<file path="src/rtl/hazard_stall_ctrl.sv">
// Stall/flush sequencer for the non-forwarding 5-stage core.
// Shadows EX/MEM/WB destinations and resolves RAW hazards seen by ID.
module hazard_stall_ctrl #(
   parameter int P_RF_BYPASS = 1,
   parameter int P_CNT_W     = 16
) (
   input  logic               i_clk,
   input  logic               i_reset,
   input  logic               i_id_valid,
   input  logic [4:0]         i_id_rs1_addr,
   input  logic               i_id_rs1_used,
   input  logic [4:0]         i_id_rs2_addr,
   input  logic               i_id_rs2_used,
   input  logic [4:0]         i_id_rd_addr,
   input  logic               i_id_rd_wren,
   input  logic               i_ex_br_taken,
   output logic               o_pc_en,
   output logic               o_if_id_en,
   output logic               o_if_id_flush,
   output logic               o_id_ex_bubble,
   output logic               o_stall,
   output logic [P_CNT_W-1:0] o_stall_cnt,
   output logic [P_CNT_W-1:0] o_flush_cnt
);

   typedef struct packed {
      logic       valid;
      logic [4:0] rd;
   } slot_t;

   slot_t ex_q;
   slot_t mem_q;
   slot_t wb_q;
   slot_t ex_d;

   logic m1;
   logic m2;
   logic raw;
   logic issue;

   always_comb begin
      m1 = (ex_q.valid  && ex_q.rd  == i_id_rs1_addr) ||
           (mem_q.valid && mem_q.rd == i_id_rs1_addr);
      m2 = (ex_q.valid  && ex_q.rd  == i_id_rs2_addr) ||
           (mem_q.valid && mem_q.rd == i_id_rs2_addr);
      // Without write-then-read in the RF, WB is still a hazard.
      if (P_RF_BYPASS == 0) begin
         m1 = m1 || (wb_q.valid && wb_q.rd == i_id_rs1_addr);
         m2 = m2 || (wb_q.valid && wb_q.rd == i_id_rs2_addr);
      end
      raw = i_id_valid &&
            ((i_id_rs1_used && i_id_rs1_addr != 5'd0 && m1) ||
             (i_id_rs2_used && i_id_rs2_addr != 5'd0 && m2));
   end

   always_comb begin
      o_stall        = raw && !i_ex_br_taken;
      o_pc_en        = !o_stall;
      o_if_id_en     = !o_stall;
      o_if_id_flush  = i_ex_br_taken;
      o_id_ex_bubble = o_stall || i_ex_br_taken;
      issue = i_id_valid && i_id_rd_wren && i_id_rd_addr != 5'd0 &&
              !o_stall && !i_ex_br_taken;
      ex_d  = issue ? slot_t'{1'b1, i_id_rd_addr} : slot_t'{1'b0, 5'd0};
   end

   always_ff @(posedge i_clk or negedge i_reset) begin
      if (!i_reset) begin
         ex_q  <= '0;
         mem_q <= '0;
         wb_q  <= '0;
      end else begin
         wb_q  <= mem_q;
         mem_q <= ex_q;
         ex_q  <= ex_d;
      end
   end

   always_ff @(posedge i_clk or negedge i_reset) begin
      if (!i_reset) begin
         o_stall_cnt <= '0;
         o_flush_cnt <= '0;
      end else begin
         if (o_stall && o_stall_cnt != '1)
            o_stall_cnt <= o_stall_cnt + P_CNT_W'(1);
         if (i_ex_br_taken && o_flush_cnt != '1)
            o_flush_cnt <= o_flush_cnt + P_CNT_W'(1);
      end
   end

endmodule
</file>
<file path="config.mk">
export PLATFORM = sky130hd
export DESIGN_NAME = hazard_stall_ctrl
export DESIGN_NICKNAME = d
export VERILOG_FILES = /design/src/rtl/hazard_stall_ctrl.sv
export SDC_FILE = /design/constraint.sdc
export NUM_CORES = 1
export LEC_CHECK = 0
export CAP_MARGIN = 10
export CORE_AREA = 10 10 76 78
export DETAILED_ROUTE_END_ITERATION = 8
export DIE_AREA = 0 0 86 88
export PLACE_DENSITY = 0.83
export SLEW_MARGIN = 5
export SYNTH_ARGS = -nofsm -noshare
export SYNTH_HDL_FRONTEND = slang
export SYNTH_SLANG_ARGS = --single-unit
</file>
<file path="constraint.sdc">
create_clock -name i_clk -period 5.6 [get_ports i_clk]
set_clock_uncertainty 0.1 [all_clocks]
set_input_delay 1.4 -clock i_clk [delete_from_list [all_inputs] [get_ports i_clk]]
set_output_delay 1.4 -clock i_clk [all_outputs]
set_load 0.02 [all_outputs]
</file>
==> results.sh <==
export IMPL_cp_max_fo=4
export IMPL_fillerInstances=361
export IMPL_clock_latency_ns=0.29
export IMPL_synth_top_area_share=0.508
export IMPL_syn_nets=224
export IMPL_drive_above_1_share=0.0608
export IMPL_insertedDiodeCount=0
export IMPL_seqCellArea_um2=1100
export IMPL_cellPowerDensity_nw_per_um2=259
export IMPL_whs_ns=0.322
export IMPL_cts_clk_slew_worst_paths_ns=0.08
export IMPL_synth_top_cells_by_count="dfrtp_1 (44), xnor2_1 (27), xor2_1 (22), nand2_1 (19), nand4_1 (14)"
export IMPL_synth_cells=200
export IMPL_cts_buffers=5
export IMPL_wl_mm=5.08
export IMPL_numPortBuffers=58
export IMPL_setup_viol=0
export IMPL_drv_cap=0
export IMPL_nets=287
export IMPL_ys_warn_count=0
export IMPL_synth_cell_types=31
export IMPL_synth_async_sr_flop_share=1.00
export IMPL_clockRootBuffer="clkbuf_8"
export IMPL_viasPerCell=5.34
export IMPL_fp_dieArea_um2=7570
export IMPL_fmax_ghz=0.193
export IMPL_crit_type="input pin to output pin"
export IMPL_finish_instance_area_um2=2870
export IMPL_drc=0
export IMPL_cts_tree="done"
export IMPL_ioPinCount=59
export IMPL_dr_pass1_iters=4
export IMPL_die_h_um=88
export IMPL_hold_viol=0
export IMPL_arrival_ns=3.69
export IMPL_synth_main_ff_cell="dfrtp_1"
export IMPL_hold_buffers=0
export IMPL_gp_congestion=0.919
export IMPL_leakagePower_nw=1.26
export IMPL_finalCritPeriodShare=0.928
export IMPL_setup_tns_ns=0
export IMPL_grt_first_pass_wirelength_mm=8.45
export IMPL_grt_use_total=0.137
export IMPL_drv_slew=0
export IMPL_layout_area_overhead_vs_synth_pct=32.4
export IMPL_worstPathRequired_ns=4.10
export IMPL_hold_path_class="register to register"
export IMPL_yosysTopAreaCell="dfrtp_1"
export IMPL_crit_path_end_kind="output pin"
export IMPL_ys_seq_area_frac=0.508
export IMPL_cts_max_path_buffers=2
export IMPL_grt_setup_unrepaired="false"
export IMPL_fin_cells=315
export IMPL_htreeDepth=2
export IMPL_synth_most_common_cell="dfrtp_1"
export IMPL_fin_crit_ns=5.19
export IMPL_coreArea_um2=4290
export IMPL_cts_sinks=44
export IMPL_post_drt_wl_per_cell_um=16.1
export IMPL_syn_area_per_cell_um2=10.8
export IMPL_antenna_left=0
export IMPL_tightest_slew_ns=0.983
export IMPL_yosys_top_cells_area="dfrtp_1 (51%), xnor2_1 (11%), xor2_1 (8.9%), nand4_1 (4.0%), nand2_1 (3.3%)"
export IMPL_vias=1681
export IMPL_multi_input_area_um2=1020
export IMPL_dpl_cell_area_um2=2790
export IMPL_synth_enable_flop_cells=0
export IMPL_vdd_drop_max_v=0.000143
export IMPL_rows=24
export IMPL_die_w_um=86
export IMPL_post_cts_buffers=0
export IMPL_cts_resized=0
export IMPL_syn_cell_area_um2=2170
export IMPL_slew_headroom=0.345
export IMPL_dr_first_iter_drc_count=80
export IMPL_dpl_cell_count=308
export IMPL_grt_pass1_vias=1736
export IMPL_place_hpwl_mm=3.91
export IMPL_start_util=0.505
export IMPL_cp_start_kind="input pin"
export IMPL_overflow=0
export IMPL_antenna_found_initial=0
export IMPL_grt_max_degree=45
export IMPL_synth_seq_cells=44
export IMPL_total_power_mw=0.743
export IMPL_outcome="finished clean"
-- worst max-delay path, stage by stage --
cell             delay, ns
clkdlybuf4s50_1       0.48
or4_1                 0.54
o21a_1                0.21
a32oi_4               0.19
nand2b_1              0.22
clkdlybuf4s50_1       0.65
-- cells in the final DEF (no fill, tap or decap) --
cell type,instances
a21oi_1,1
a32oi_4,1
a41oi_1,1
and2_1,5
and3_4,1
and4_1,2
buf_2,1
buf_4,1
clkbuf_8,5
clkdlybuf4s50_1,57
clkinv_2,1
clkinvlp_4,1
dfrtp_1,44
ha_1,2
inv_1,6
mux2_2,2
mux2_4,1
nand2_1,19
nand2b_1,1
nand3_1,9
nand3b_1,1
nand4_1,14
nor2_1,11
nor2_2,1
nor3_1,11
nor3b_1,1
nor4_1,5
nor4b_1,1
o21a_1,2
o21ai_0,1
o21ai_2,1
o22ai_1,2
or4_1,2
xnor2_1,27
xor2_1,22
-- per-stage QoR --
step / setup WS [ns] / util
after global routing: 0.336 / 0.668
final: 0.406 / 0.668
after floorplan: 1.10 / -
after detailed placement: 0.403 / 0.649
after global placement: 0.451 / 0.649
after CTS: 0.395 / 0.668
-- sequential cells by signal, summed over array words and instances (netlist names) --
signal       cells
o_flush_cnt     16
o_stall_cnt     16
ex_q             6
mem_q            6
-- report_power, final --
part	total, mW	internal [mW]	switching (mW)
Clock	0.188	0.0845	0.103
Sequential	0.381	0.346	0.0357
Combinational	0.174	0.0901	0.0843
Total	0.743	0.520	0.223
-- layout make-up --
class                      instances  area share
sequential                        44       0.384
timing repair buffer              59       0.203
clock buffer                       5      0.0240
multi-input combinational        147       0.354
clock inverter                     2     0.00436
tap                               52      0.0227
inverter                           6     0.00785
-- path summary, 6_finish.rpt --
kind	slack, ns	from	to	cells past startpoint
hold / removal	0.32	ex_q[5]	mem_q[5]	0
setup / recovery	0.41	i_id_rs2_addr[0]	o_pc_en	6
max in group asynchronous	3.63	i_reset	o_stall_cnt[15]	1
min in group asynchronous	1.17	i_reset	o_flush_cnt[15]	1
hold reg to reg	0.32	ex_q[5]	mem_q[5]	0
setup reg to reg	3.36	o_flush_cnt[3]	o_flush_cnt[9]	6
-- per-layer routing --
| metal | global-route usage | up-vias | share of wire |
|---|---|---|---|
| met3 | 0.0576 | 4 | 0.075 |
| li1 | - | 813 | - |
| met4 | 0.0389 | 0 | 0.0071 |
| met1 | 0.171 | 820 | 0.44 |
| met5 | 0 | - | 0 |
| met2 | 0.212 | 44 | 0.48 |
-- logic make-up (layout without fill, tap and decap cells) --
family                   count (synthesis)  after routing  synth area share
XOR/XNOR                                49             49             0.198
AO/OA/AOI/OAI                            9              9            0.0381
multiplexers                             3              3            0.0173
AND/OR/NAND/NOR                         84             84             0.204
adder cells (fa/ha/maj)                  2              2            0.0115
flip-flops                              44             44             0.508
buffers and inverters                    9             72            0.0225
Note: power is estimated with default switching activity, not from simulation.
